`config.mk`:
```
export PLATFORM = sky130hd
export DESIGN_NAME = instr_fetch
export DESIGN_NICKNAME = d
export VERILOG_FILES = /design/src/rtl/instr_fetch.sv
export SDC_FILE = /design/constraint.sdc
export NUM_CORES = 1
export LEC_CHECK = 0
export ABC_AREA = 1
export CELL_PAD_IN_SITES_DETAIL_PLACEMENT = 1
export CELL_PAD_IN_SITES_GLOBAL_PLACEMENT = 1
export CORE_ASPECT_RATIO = 0.75
export CORE_MARGIN = 1
export CORE_UTILIZATION = 30
export DETAILED_ROUTE_END_ITERATION = 16
export PLACE_DENSITY_LB_ADDON = 0.3
export SETUP_SLACK_MARGIN = 0.2
export SLEW_MARGIN = 10
export SYNTH_ARGS = -nofsm -noshare
export SYNTH_HDL_FRONTEND = slang
export SYNTH_SLANG_ARGS = --single-unit
```
`constraint.sdc`:
```
create_clock -name clk -period 6.8 [get_ports clk]
set_clock_uncertainty 0.05 [all_clocks]
set_input_delay 1.36 -clock clk [delete_from_list [all_inputs] [get_ports clk]]
set_output_delay 1.36 -clock clk [all_outputs]
set_load 0.02 [all_outputs]
```
`src/rtl/instr_fetch.sv`:
```
// Instruction fetch unit: walks the program ROM over MAB/MDB, sizes each opcode,
// gathers its extension words and presents the bundle to the decoder via valid/ready.
module instr_fetch #(
    parameter logic [15:0] RESET_PC = 16'hC000
) (
    input  logic        clk,
    input  logic        rst,
    input  logic [15:0] MDB_in,
    output logic [15:0] MAB_out,
    output logic [15:0] INSTR_out,
    output logic [15:0] EXT1_out,
    output logic [15:0] EXT2_out,
    output logic [1:0]  EXT_cnt,
    output logic [15:0] PC_out,
    output logic        ILLEGAL,
    output logic        INSTR_valid,
    input  logic        INSTR_ready,
    input  logic        BR_en,
    input  logic [15:0] BR_addr
);

    localparam int unsigned W          = 16;
    localparam logic [W-1:0] RESET_ADDR = RESET_PC & 16'hFFFE;
    localparam logic [W-1:0] WORD_STEP  = W'(2);
    localparam logic [W-1:0] OP_RETI    = 16'h1300;

    typedef enum logic [1:0] {
        S_OP   = 2'd0,
        S_EXT1 = 2'd1,
        S_EXT2 = 2'd2,
        S_HOLD = 2'd3
    } state_t;

    state_t       state_q, state_d;
    logic [W-1:0] fetch_pc_q, fetch_pc_d;
    logic [W-1:0] instr_d, pc_d, ext1_d, ext2_d;
    logic [1:0]   cnt_d;
    logic         ill_d, valid_d;

    logic [1:0]   op_cnt_c;
    logic         op_ill_c;
    logic         fmt1_c, fmt2_c, src_ext_c, dst_ext_c;
    logic [1:0]   as_c;
    logic [3:0]   rs_c;

    assign MAB_out = fetch_pc_q;

    // Opcode length decode on the word currently on the bus
    always_comb begin
        op_ill_c  = (MDB_in[15:12] == 4'h0) ||
                    ((MDB_in[15:12] == 4'h1) && (MDB_in[11:7] > 5'b00110));
        fmt1_c    = (MDB_in[15:14] != 2'b00);
        fmt2_c    = (MDB_in[15:12] == 4'h1) && !op_ill_c && (MDB_in != OP_RETI);
        as_c      = MDB_in[5:4];
        rs_c      = fmt1_c ? MDB_in[11:8] : MDB_in[3:0];
        src_ext_c = (fmt1_c || fmt2_c) &&
                    (((as_c == 2'b01) && (rs_c != 4'd3)) ||
                     ((as_c == 2'b11) && (rs_c == 4'd0)));
        dst_ext_c = fmt1_c && MDB_in[7];
        op_cnt_c  = {1'b0, src_ext_c} + {1'b0, dst_ext_c};
    end

    // Next-state and bundle capture
    always_comb begin
        state_d    = state_q;
        fetch_pc_d = fetch_pc_q;
        instr_d    = INSTR_out;
        pc_d       = PC_out;
        ext1_d     = EXT1_out;
        ext2_d     = EXT2_out;
        cnt_d      = EXT_cnt;
        ill_d      = ILLEGAL;

        case (state_q)
            S_OP: begin
                instr_d    = MDB_in;
                pc_d       = fetch_pc_q;
                cnt_d      = op_cnt_c;
                ill_d      = op_ill_c;
                fetch_pc_d = fetch_pc_q + WORD_STEP;
                state_d    = (op_cnt_c == 2'd0) ? S_HOLD : S_EXT1;
            end
            S_EXT1: begin
                ext1_d     = MDB_in;
                fetch_pc_d = fetch_pc_q + WORD_STEP;
                state_d    = (EXT_cnt == 2'd2) ? S_EXT2 : S_HOLD;
            end
            S_EXT2: begin
                ext2_d     = MDB_in;
                fetch_pc_d = fetch_pc_q + WORD_STEP;
                state_d    = S_HOLD;
            end
            S_HOLD: begin
                if (INSTR_ready) state_d = S_OP;
            end
            default: state_d = S_OP;
        endcase

        // A redirect drops any partial bundle; an accepted bundle stays accepted
        if (BR_en) begin
            state_d    = S_OP;
            fetch_pc_d = BR_addr & 16'hFFFE;
        end

        valid_d = (state_d == S_HOLD);
    end

    always_ff @(posedge clk or posedge rst) begin
        if (rst) begin
            state_q     <= S_OP;
            fetch_pc_q  <= RESET_ADDR;
            INSTR_out   <= '0;
            PC_out      <= RESET_ADDR;
            EXT1_out    <= '0;
            EXT2_out    <= '0;
            EXT_cnt     <= '0;
            ILLEGAL     <= 1'b0;
            INSTR_valid <= 1'b0;
        end else begin
            state_q     <= state_d;
            fetch_pc_q  <= fetch_pc_d;
            INSTR_out   <= instr_d;
            PC_out      <= pc_d;
            EXT1_out    <= ext1_d;
            EXT2_out    <= ext2_d;
            EXT_cnt     <= cnt_d;
            ILLEGAL     <= ill_d;
            INSTR_valid <= valid_d;
        end
    end

endmodule
```
==> results_dict.tcl <==
set metrics [dict create \
    outcome "finished clean" \
    path_cells "clkdlybuf4s50_1" \
    vdd_drop_max_v 0.000121 \
    dr_total_vias 3291 \
    core_area_mm2 0.0123 \
    viasPerCell 4.60 \
    drtIter0Drc 134 \
    yosys_warnings 0 \
    max_cap_viol_count 0 \
    synthArstFlopShare_pct 100 \
    layout.nets 584 \
    grt_pass1_vias 3448 \
    grt_max_degree 85 \
    die_h_um 99.3 \
    path_clk_slew_ps 70 \
    worst_pin_slew_ps 1090 \
    yosysTopAreaCell "dfrtp_1" \
    critPathCaptureType "output pin" \
    drive_above_1_share_pct 11.8 \
    drtPass1Iterations 4 \
    whs_ps 432 \
    num_antenna_cells 0 \
    clk_latency_ps 330 \
    hp-class "reg2reg" \
    ys_seq_elements 84 \
    leakagePower_nw 2.48 \
    synth_top_area_share_pct 52.8 \
    crit_family "buffers and inverters" \
    finalCriticalPeriod_ps 2940 \
    overflow 0 \
    routedWlPerCell_um 15.7 \
    final_util_pct 43.8 \
    grt_usage_pct 17.9 \
    cp-start-kind "flop" \
    post_cts_buffers 0 \
    synth.top_cells.by_area "dfrtp_1 (53%), nand2_1 (12%), o21ai_0 (7.1%), inv_1 (4.6%), o21ai_2 (3.7%)" \
    port_buffers 116 \
    synthCells 432 \
    min_period_over_period_pct 43.3 \
    cts_max_path_buffers 2 \
    cts_tree "built" \
    ios 120 \
    cp.arrival_ps 1530 \
    ant_nets 0 \
    power_per_cell_area_mw_per_mm2 371 \
    dp_hpwl_mm 8.18 \
    rows 35 \
    cts_buffers 9 \
    wirelength_mm 11.3 \
    synth_flop_cell "dfrtp_1" \
    drt_drc_violations_left 0 \
    place_congestion 0.816 \
    maxClockFrequency_mhz 340 \
    crit_type "reg2out" \
    cts_resized 0 \
    die_w_um 132 \
    crit_slowest_cell "clkdlybuf4s50_1" \
    m1WireLength_mm 5.50 \
    synth.avg_cell_area_um2 8.77 \
    ys_types 30 \
    setup_slack_ps 3860 \
    highest_layer "met4" \
    critPathMaxFanout 6 \
    cts_max_level 3 \
    grt_setup_unrepaired "false" \
    setup-tns-final_ps 0 \
    post-place-ws_ps 3510 \
    cts_sinks 84 \
    cts_hold_buf 0 \
    hold_viol_final 0 \
    grt_antenna_before_repair 0 \
    cp_data_required_time_ps 5390 \
    synthTopCellsByCount "nand2_1 (118), dfrtp_1 (80), o21ai_0 (54)" \
    die-area_mm2 0.0131 \
    cts-root-buf "clkbuf_16" \
    fillerInstances 1413 \
    area_growth_syn_to_layout_pct 42.4 \
    slew_headroom_pct 27.1 \
    setup_viol 0 \
    synth_seq_area_share_pct 55.6 \
    wl_met2_mm 5.08 \
    post-synth-top-count-cell "nand2_1" \
    route.met3.wl_um 546 \
    slew_violations 0 \
    netlist_area_mm2 0.00379 \
    synth_enable_flop_cells 0 \
    initial_core_util_pct 30.8 \
    grt_pass1_wl_mm 18.3 \
    slowest_delay_ps 690 \
    path_buf_inv 1 \
]
## state kept, by name, summed over array words and instances (netlist names)
signal and flops:
ILLEGAL 1, EXT_cnt 2, INSTR_valid 1, PC_out 15, state_q 2, EXT2_out 16, EXT1_out 16, INSTR_out 16
MAB_out 15
## cell usage in the layout (no fill, tap or decap), drive strengths merged, types with 2 or more instances in the layout
| cell type | n |
|---|---|
| clkdlybuf4s50 | 116 |
| dfrtp | 80 |
| nand3 | 25 |
| nand4 | 5 |
| ha | 3 |
| inv | 54 |
| nor2 | 25 |
| dfstp | 4 |
| bufinv | 2 |
| o21ai | 74 |
| a21oi | 6 |
| clkbuf | 9 |
| nand2 | 134 |
| conb | 2 |
## report_power, final
part	leakage (nW)	switching [W]	total [W]	internal, W
Sequential	1.03	0.0000975	0.000737	0.000639
Combinational	1.30	0.000399	0.000723	0.000324
Clock	0.159	0.000212	0.000540	0.000328
## kinds of logic after synthesis
family                   Yosys count  synth area share, %
AND/OR/NAND/NOR                  191                 22.1
AO/OA/AOI/OAI                     84                 12.9
flip-flops                        84                 55.6
buffers and inverters             67                 7.86
adder cells (fa/ha/maj)            3                0.991
XOR/XNOR                           2                0.462
other                              1               0.0989
## path summary, 6_finish.rpt
path	depth (start not counted)	to	startpoint	slack, ps
min in group asynchronous	3	MAB_out[13]	rst	1650
worst min-delay path	2	INSTR_out[12]	INSTR_out[12]	430
worst max-delay path	1	MAB_out[3]	MAB_out[3]	3860
max in group asynchronous	3	INSTR_out[12]	rst	4360
worst min register to register	2	INSTR_out[12]	INSTR_out[12]	430
worst max register to register	4	INSTR_valid	state_q[1]	5040
## final cells by class
class,instances,area [um2],area share (%)
Clock buffer,9,225,4.17
Clock inverter,7,105,1.95
Inverter,51,193,3.57
Multi-Input combinational cell,282,1390,25.7
Sequential cell,84,2110,39.1
Tap cell,166,208,3.85
Timing Repair Buffer,117,1170,21.7
## per-stage QoR
step	std cells	total power, W	cell area [um2]
after floorplan	433	0.00111	3790
after global placement	700	0.00145	5060
after detailed placement	700	0.00148	5060
after CTS	716	0.00203	5400
after global routing	716	0.00211	5400
final	716	0.00200	5400
## layer usage
metal  vias up  GRT usage [%]
li1       1596              -
met1      1620           24.5
met2        65           28.1
met3        10           4.49
met4         0           5.01
met5         -              0
Note: power is estimated with default switching activity, not from simulation.
